==> src/rtl/writeback_commit_unit_pkg.sv <==
// Shared X__W message definitions and widths used by the execute units and writeback.
package writeback_commit_unit_pkg;

    localparam int unsigned c_addr_bits     = 32;
    localparam int unsigned c_data_bits     = 32;
    localparam int unsigned c_seq_num_bits  = 5;
    localparam int unsigned c_reg_addr_bits = 5;
    localparam int unsigned c_cnt_bits      = 32;

    typedef struct packed {
        logic [c_addr_bits-1:0]     pc;
        logic [c_seq_num_bits-1:0]  seq_num;
        logic [c_reg_addr_bits-1:0] waddr;
        logic [c_data_bits-1:0]     wdata;
        logic                       wen;
    } t_x__w_msg;

    // x0 is hardwired zero, so writes to it never reach the register file.
    function automatic logic rf_write_ok(input logic wen, input logic [c_reg_addr_bits-1:0] waddr);
        return wen && (waddr != '0);
    endfunction

endpackage

==> src/rtl/writeback_commit_unit_rr_arbiter.sv <==
// Round-robin arbiter: one-hot grant scanned cyclically from a pointer that moves past each winner.
module rr_arbiter #(
    parameter int unsigned p_width = 2
) (
    input  logic               clk,
    input  logic               rst,
    input  logic [p_width-1:0] req,
    input  logic               en,
    output logic [p_width-1:0] gnt
);

    localparam int unsigned c_ptr_bits = (p_width > 1) ? $clog2(p_width) : 1;

    logic [c_ptr_bits-1:0] r_ptr;
    logic [c_ptr_bits-1:0] w_ptr_next;
    logic [c_ptr_bits-1:0] w_idx;
    logic                  w_found;

    always_comb begin
        gnt        = '0;
        w_ptr_next = r_ptr;
        w_idx      = '0;
        w_found    = 1'b0;
        for (int unsigned k = 0; k < p_width; k++) begin
            w_idx = c_ptr_bits'((32'(r_ptr) + k) % p_width);
            if (!w_found && req[w_idx]) begin
                gnt[w_idx] = 1'b1;
                w_found    = 1'b1;
                w_ptr_next = c_ptr_bits'((32'(w_idx) + 1) % p_width);
            end
        end
    end

    always_ff @(posedge clk or posedge rst) begin
        if (rst) begin
            r_ptr <= '0;
        end else if (en && |req) begin
            r_ptr <= w_ptr_next;
        end
    end

endmodule

==> src/rtl/writeback_commit_unit.sv <==
// Writeback stage: arbitrates X__W producers, registers one message per cycle, writes the RF and retires.
module writeback_commit_unit
    import writeback_commit_unit_pkg::*;
#(
    parameter int unsigned p_num_pipes    = 2,
    parameter int unsigned p_addr_bits    = c_addr_bits,
    parameter int unsigned p_data_bits    = c_data_bits,
    parameter int unsigned p_seq_num_bits = c_seq_num_bits,
    parameter int unsigned p_cnt_bits     = c_cnt_bits
) (
    input  logic                                   clk,
    input  logic                                   rst,
    input  logic [p_num_pipes-1:0]                 x_val,
    output logic [p_num_pipes-1:0]                 x_rdy,
    input  logic [p_num_pipes*p_addr_bits-1:0]     x_pc,
    input  logic [p_num_pipes*p_seq_num_bits-1:0]  x_seq_num,
    input  logic [p_num_pipes*c_reg_addr_bits-1:0] x_waddr,
    input  logic [p_num_pipes*p_data_bits-1:0]     x_wdata,
    input  logic [p_num_pipes-1:0]                 x_wen,
    output logic                                   rf_wen,
    output logic [c_reg_addr_bits-1:0]             rf_waddr,
    output logic [p_data_bits-1:0]                 rf_wdata,
    output logic                                   cmp_val,
    output logic [p_seq_num_bits-1:0]              cmp_seq_num,
    output logic [p_addr_bits-1:0]                 cmp_pc,
    output logic [p_cnt_bits-1:0]                  retire_cnt
);

    typedef struct packed {
        logic [p_addr_bits-1:0]     pc;
        logic [p_seq_num_bits-1:0]  seq_num;
        logic [c_reg_addr_bits-1:0] waddr;
        logic [p_data_bits-1:0]     wdata;
        logic                       wen;
    } t_stage;

    logic [p_num_pipes-1:0] w_gnt;
    logic                   w_xfer;
    t_stage                 w_cand [p_num_pipes];
    t_stage                 w_acc  [p_num_pipes+1];
    t_stage                 r_stage;
    logic                   r_val;
    logic [p_cnt_bits-1:0]  r_cnt;

    rr_arbiter #(
        .p_width (p_num_pipes)
    ) u_arb (
        .clk (clk),
        .rst (rst),
        .req (x_val),
        .en  (!rst),
        .gnt (w_gnt)
    );

    // Ready is held low while reset is asserted, even though it is combinational.
    assign x_rdy  = rst ? '0 : w_gnt;
    assign w_xfer = |(x_val & x_rdy);

    // One-hot AND-OR mux of the granted producer's message.
    assign w_acc[0] = '0;
    for (genvar gi = 0; gi < p_num_pipes; gi++) begin : g_pipe
        assign w_cand[gi] = w_gnt[gi] ? t_stage'{
            pc:      x_pc[gi*p_addr_bits +: p_addr_bits],
            seq_num: x_seq_num[gi*p_seq_num_bits +: p_seq_num_bits],
            waddr:   x_waddr[gi*c_reg_addr_bits +: c_reg_addr_bits],
            wdata:   x_wdata[gi*p_data_bits +: p_data_bits],
            wen:     x_wen[gi]
        } : '0;
        assign w_acc[gi+1] = t_stage'(w_acc[gi] | w_cand[gi]);
    end

    always_ff @(posedge clk or posedge rst) begin
        if (rst) begin
            r_val   <= 1'b0;
            r_stage <= '0;
            r_cnt   <= '0;
        end else begin
            r_val <= w_xfer;
            if (w_xfer) begin
                r_stage <= w_acc[p_num_pipes];
            end
            if (r_val) begin
                r_cnt <= r_cnt + p_cnt_bits'(1);
            end
        end
    end

    assign rf_wen      = r_val && rf_write_ok(r_stage.wen, r_stage.waddr);
    assign rf_waddr    = r_stage.waddr;
    assign rf_wdata    = r_stage.wdata;
    assign cmp_val     = r_val;
    assign cmp_seq_num = r_stage.seq_num;
    assign cmp_pc      = r_stage.pc;
    assign retire_cnt  = r_cnt;

endmodule

==> config.mk <==
export PLATFORM = sky130hd
export DESIGN_NAME = writeback_commit_unit
export DESIGN_NICKNAME = d
export VERILOG_FILES = /design/src/rtl/writeback_commit_unit_pkg.sv /design/src/rtl/writeback_commit_unit_rr_arbiter.sv /design/src/rtl/writeback_commit_unit.sv
export SDC_FILE = /design/constraint.sdc
export NUM_CORES = 1
export LEC_CHECK = 0
export CAP_MARGIN = 20
export CORE_AREA = 2 2 119 121
export CTS_CLUSTER_DIAMETER = 60
export DETAILED_ROUTE_END_ITERATION = 7
export DIE_AREA = 0 0 121 123
export GPL_ROUTABILITY_DRIVEN = 0
export PLACE_DENSITY = 0.79
export SLEW_MARGIN = 20
export SYNTH_ARGS = -nofsm -noshare
export SYNTH_HDL_FRONTEND = slang
export SYNTH_SLANG_ARGS = --single-unit
==> constraint.sdc <==
create_clock -name clk -period 8.8 [get_ports clk]
set_input_delay 2.64 -clock clk [delete_from_list [all_inputs] [get_ports clk]]
set_output_delay 2.64 -clock clk [all_outputs]
set_load 0.03 [all_outputs]
==> out/results.txt, run 1 <==
worst r2r path cells: 5
core area: 13600 µm²
status: complete, no violations
dpl ws: 1830 ps
static leakage: 3.26 nW
Arr. time, crit path: 4310 ps
ranking of synthesized cells by area: dfrtp_1, buf_4, a22oi_1
Post-Synthesis Cells: 548
crit path to: x_rdy[0]
DR WL/cell: 16.1 µm
final period utilization: 79.0%
largest stage delay on the critical path: 710 ps
Fin. Hold Viols: 0
Slew Viols, Final: 0
post-route cell area: 7920 µm²
hold crit path type: flop to flop
post-synth top area share: 50.1%
antenna fix cells: 0
pin count of the biggest net entering global routing: 97
footprint of the multi-input gates: 1960 µm²
Worst-Margin Slew: 848 ps
nets: 871
Non-Filler Instances: 901
most frequent cells in the layout: clkdlybuf4s50_1, dfrtp_1, nand2_1, a22oi_1, o21ai_0
endpoints failing setup: 0
#FFs+latches synth: 109
Yosys top cell by area: dfrtp_1
layout cell share with drive strength beyond 1: 4.85%
Total Routing Usage GR: 19.1%
worst rel slew slack: 43.5%
count of routing violations after the opening detailed-route iteration: 433
Synth Flop Type: dfrtp_1
I/O Pins: 264
drt first pass iters: 5
worst skew pair latency: 330 ps
Worst EP required: 6160 ps
post-route DRC violation count: 0
total negative slack: 0 ps
WP buf/inv: 2
DIE HEIGHT: 123 µm
Post-synth EDFFs: 0
Max Cap Viol: 0
clock period minus worst slack: 6950 ps
hpwl dp: 10.8 mm
sequential share of the synthesized area: 50.1%
Worst setup startpoint: x_val[0]
dpl cells: 884
Pwr Density: 188 nW/µm²
initial antenna violation count: 0
PostCTS Resize Cnt: 0
first-pass GRT wire length: 22.5 mm
Syn Area/Cell: 9.93 µm²
RSZ-0062 raised after global routing: no
FILL cells: 1150
reg2reg end: retire_cnt[10]$_DFFE_PP0P_
clk root buf: clkbuf_16
number of global-route vias before repair: 4527
Fmax: 144 MHz
Routed Antenna Nets: 0
drt total wl: 14.5 mm
total power: 0.00149 W
Setup Buffers After CTS: 0
most used cell, CP: clkdlybuf4s50_1
crit end category: output pin
Via Count: 4591
clock buffer depth: 2
CTS H-tree lvls: 3
Area Overhead vs Synth: 45.4%
Initial Utilization: 40.0%
Max VDD drop: 0.0000886 V
yosys warns: 0
commonest non-fill, non-tap cell in the layout: clkdlybuf4s50_1
syn_nets: 703
placed inst area: 7600 µm²
CTS buffer count: 9
Reg2Reg Setup Slack: 6740 ps
Async SR Flop Fraction: 100%
CP delay by family, top: buffers and inverters
crit-path cells: clkdlybuf4s50_1, a21boi_4, and2_1, clkdlybuf4s50_1
slowest cell on the critical path: clkdlybuf4s50_1
worst reg2reg startpoint: retire_cnt[0]$_DFFE_PP0P_
total gr overflow: 0
die area: 14900 µm²
Worst-path clk slew: 60 ps
Worst Setup Start Kind: input pin
Crit path depth: 4
# port buffers: 263
Via density: 5.10
CTS sink cnt: 109
Crit Path Max Fanout: 4
CTS hold repair buffers: 0
CTS tree: built
FF/Latch Area: 2730 µm²
skew final: 8.65 ps
Die W: 121 µm
Rows: 43
library cells used by synthesis: 32
Cell Area, Synth: 5440 µm²
Worst Setup Slack, final: 1850 ps
Setup Crit Path Kind: input pin to output pin
[how the worst min path moves through the flow]
| stage | to | startpoint | cells after the start |
|---|---|---|---|
| 2_1_floorplan | cmp_pc[0]$_DFFE_PP0P_ | cmp_pc[0]$_DFFE_PP0P_ | 2 |
| 3_3_place_gp | cmp_pc[7]$_DFFE_PP0P_ | cmp_pc[7]$_DFFE_PP0P_ | 2 |
| 3_5_place_dp | retire_cnt[31]$_DFFE_PP0P_ | retire_cnt[31]$_DFFE_PP0P_ | 1 |
| 4_1_cts | retire_cnt[31]$_DFFE_PP0P_ | retire_cnt[31]$_DFFE_PP0P_ | 1 |
| 5_1_grt | retire_cnt[31]$_DFFE_PP0P_ | retire_cnt[31]$_DFFE_PP0P_ | 1 |
| 6_report | cmp_pc[5]$_DFFE_PP0P_ | cmp_pc[5]$_DFFE_PP0P_ | 2 |
[where the power goes]
| part | internal, W | total (W) | switching, W | leakage, nW |
|---|---|---|---|---|
| Sequential | 0.000566 | 0.000616 | 0.0000494 | 1.42 |
| Combinational | 0.000221 | 0.000487 | 0.000266 | 1.70 |
| Clock | 0.000208 | 0.000385 | 0.000177 | 0.141 |
[area by class of cell]
class | instances | area share, %
clock inverter | 5 | 0.443
inverter | 4 | 0.221
sequential | 109 | 34.5
clock buffer | 11 | 3.19
timing repair buffer | 269 | 34.1
tap | 180 | 2.85
multi-input combinational | 323 | 24.8
[sequential cells by signal, summed over array words and instances (netlist names)]
| register | cells |
|---|---|
| cmp_pc | 32 |
| cmp_seq_num | 5 |
| retire_cnt | 32 |
| u_arb.r_ptr | 1 |
| rf_wdata | 32 |
| cmp_val | 1 |
| rf_waddr | 5 |
| r_stage | 1 |
[Yosys cell counts, types with 2 or more instances]
cell type / number
dfrtp_1: 109
nand2_1: 80
buf_4: 78
a22oi_1: 75
o21ai_0: 65
xnor2_1: 27
buf_2: 18
nand3_1: 14
nand4_1: 13
clkbuf_1: 12
o21ai_1: 11
and3_1: 6
and2_1: 4
buf_6: 4
inv_1: 4
nor2_1: 4
xor2_1: 4
and4_1: 3
and4_2: 2
nand4_2: 2
nor3_4: 2
[cell families (layout without fill, tap and decap cells)]
logic type	Yosys count	in the layout	synth area share, %
compound gates	155	155	17.9
mux	1	1	0.207
flops	109	109	50.1
xor+xnor	31	31	4.99
simple gates	135	135	12.3
buf+inv	116	289	14.3
fa+ha+maj	1	1	0.230
[per-stage QoR]
step / hold WS [ps] / utilization (%)
6_report: 477 / 58.1
5_1_grt: 509 / 58.1
4_1_cts: 482 / 57.9
3_5_place_dp: 468 / 55.8
3_3_place_gp: 462 / 55.8
2_1_floorplan: 451 / -
[layer usage]
layer	wire length (µm)	share of wire (%)	GRT usage (%)
met5	0	0	0
met4	152	1.0	4.72
met3	1120	7.7	5.07
met2	7520	52	33.7
met1	5710	39	23.2
[worst register-to-register path, delay by kind of cell, from the launching register on]
| family | cells | cell delay (ps) |
|---|---|---|
| XOR/XNOR | 1 | 150 |
| flip-flops | 1 | 440 |
| adder cells (fa/ha/maj) | 1 | 230 |
| AND/OR/NAND/NOR | 3 | 1160 |
No activity file was read; power rests on OpenSTA's default activity.
==> run 2: changes to the inputs <==
clock period = 6.4 ns   (was 8.8 ns; I/O delays follow)
==> out/results.txt, run 2 (same netlist as run 1, synthesis figures left out) <==
worst r2r path cells: 5 (unchanged)
Max Cap Viol: 0 (unchanged)
endpoints failing setup: 0 (unchanged)
skew final: 5.37 ps (-3.28 ps)
Worst-path clk slew: 70 ps (about the same)
Fin. Hold Viols: 0 (unchanged)
CTS sink cnt: 109 (unchanged)
Via Count: 4583 (-0.17%)
Reg2Reg Setup Slack: 4390 ps (-2350 ps)
number of global-route vias before repair: 4527 (unchanged)
total negative slack: 0 ps (unchanged)
total power: 0.00207 W (+39%)
static leakage: 3.26 nW (+0.15%)
# port buffers: 263 (unchanged)
I/O Pins: 264 (unchanged)
Via density: 5.08 (-0.28%)
reg2reg end: rf_wdata[29]$_DFFE_PP0P_
commonest non-fill, non-tap cell in the layout: clkdlybuf4s50_1
Arr. time, crit path: 3570 ps (-740 ps)
Hold Crit Start: retire_cnt[31]$_DFFE_PP0P_
CTS H-tree lvls: 3 (unchanged)
total gr overflow: 0 (unchanged)
initial antenna violation count: 0 (unchanged)
status: complete, no violations
DIE HEIGHT: 123 µm (unchanged)
CTS hold repair buffers: 0 (unchanged)
RSZ-0062 raised after global routing: no
worst reg2reg startpoint: u_arb.r_ptr$_DFFE_PP0P_
PostCTS Resize Cnt: 0 (unchanged)
drt first pass iters: 5 (unchanged)
Worst EP required: 4480 ps (-1680 ps)
pin count of the biggest net entering global routing: 95 (-2.1%)
CTS tree: built
slowest cell on the critical path: clkdlybuf4s50_1
first-pass GRT wire length: 21.8 mm (-2.9%)
clk root buf: clkbuf_16
worst rel slew slack: 47.3% (+3.9 points)
end of the worst hold path: retire_cnt[31]$_DFFE_PP0P_
Rows: 43 (unchanged)
Fmax: 182 MHz
hold crit path type: flop to flop
drt total wl: 14.1 mm (-2.4%)
clock period minus worst slack: 5490 ps
Crit Path Max Fanout: 4 (unchanged)
crit-path cells: clkdlybuf4s50_1, a21boi_4, and2_1, clkdlybuf4s50_1
most used cell, CP: clkdlybuf4s50_1
Total Routing Usage GR: 18.6% (-0.44 points)
count of routing violations after the opening detailed-route iteration: 291 (-33%)
layout cell share with drive strength beyond 1: 4.85% (-0.0067 points)
worst skew pair latency: 340 ps (about the same)
Worst Setup Start Kind: input pin
die area: 14900 µm² (unchanged)
DR WL/cell: 15.7 µm (-2.5%)
most frequent cells in the layout: clkdlybuf4s50_1, dfrtp_1, nand2_1, a22oi_1, o21ai_0
crit end category: output pin
post-route cell area: 7940 µm² (+0.30%)
post-route DRC violation count: 0 (unchanged)
Routed Antenna Nets: 0 (unchanged)
nets: 872 (+0.11%)
largest stage delay on the critical path: 660 ps (-50 ps)
Die W: 121 µm (unchanged)
Setup Buffers After CTS: 0 (unchanged)
Pwr Density: 261 nW/µm² (+39%)
Max VDD drop: 0.000145 V (+63%)
hpwl dp: 10.6 mm (-1.2%)
core area: 13600 µm² (unchanged)
final period utilization: 85.7%
antenna fix cells: 0 (unchanged)
Slew Viols, Final: 0 (unchanged)
Hold Path Stages: 1 (-1)
Initial Utilization: 40.0% (unchanged)
Area Overhead vs Synth: 45.8%
Setup Crit Path Kind: input pin to output pin
clock buffer depth: 2 (unchanged)
placed inst area: 7610 µm² (+0.12%)
Worst-Margin Slew: 790 ps (-58.0 ps)
CTS buffer count: 9 (unchanged)
==> run 2: worst max-delay path, delay by kind of cell <==
kind / cells / cell delay, ps
buf+inv: 2 / 1240
compound gates: 1 / 260
simple gates: 1 / 150
==> run 2: worst max-delay path by stage <==
stage	start	to	slack (ps)	cells past startpoint
after floorplan	rst	x_rdy[1]	320	2
after global placement	x_val[0]	x_rdy[0]	890	4
after detailed placement	x_val[0]	x_rdy[0]	890	4
after CTS	x_val[0]	x_rdy[0]	890	4
after global routing	x_val[0]	x_rdy[0]	840	4
final	x_val[0]	x_rdy[0]	910	4
==> run 2: metal layers <==
layer | global-route usage, % | wire (µm) | vias up
met5 | 0 | 0 | -
li1 | - | - | 2188
met2 | 32.7 | 7240 | 177
met3 | 4.29 | 1030 | 24
met1 | 22.1 | 5560 | 2194
met4 | 7.49 | 318 | 0
==> run 2: stage by stage <==
stage	util [%]	hold slack, ps	setup WS (ps)	std cells
2_1_floorplan	-	451	323	548
3_3_place_gp	55.9	461	892	885
3_5_place_dp	55.9	465	886	885
4_1_cts	58.1	479	886	901
5_1_grt	58.3	507	843	902
6_report	58.3	477	914	902
==> run 2: cell type report <==
cell class / count / area [µm²]
Fill cell: 1153 / 5670
Sequential cell: 109 / 2730
Timing Repair Buffer: 270 / 2710
Multi-Input combinational cell: 323 / 1960
Clock buffer: 11 / 243
Tap cell: 180 / 225
Clock inverter: 5 / 60.1
Inverter: 4 / 18.8
==> run 2: report_power, final <==
group / internal [W] / switching [W] / total, W
clock network: 0.000315 / 0.000248 / 0.000563
registers: 0.000779 / 0.0000674 / 0.000846
logic: 0.000304 / 0.000361 / 0.000665
total: 0.00140 / 0.000677 / 0.00207
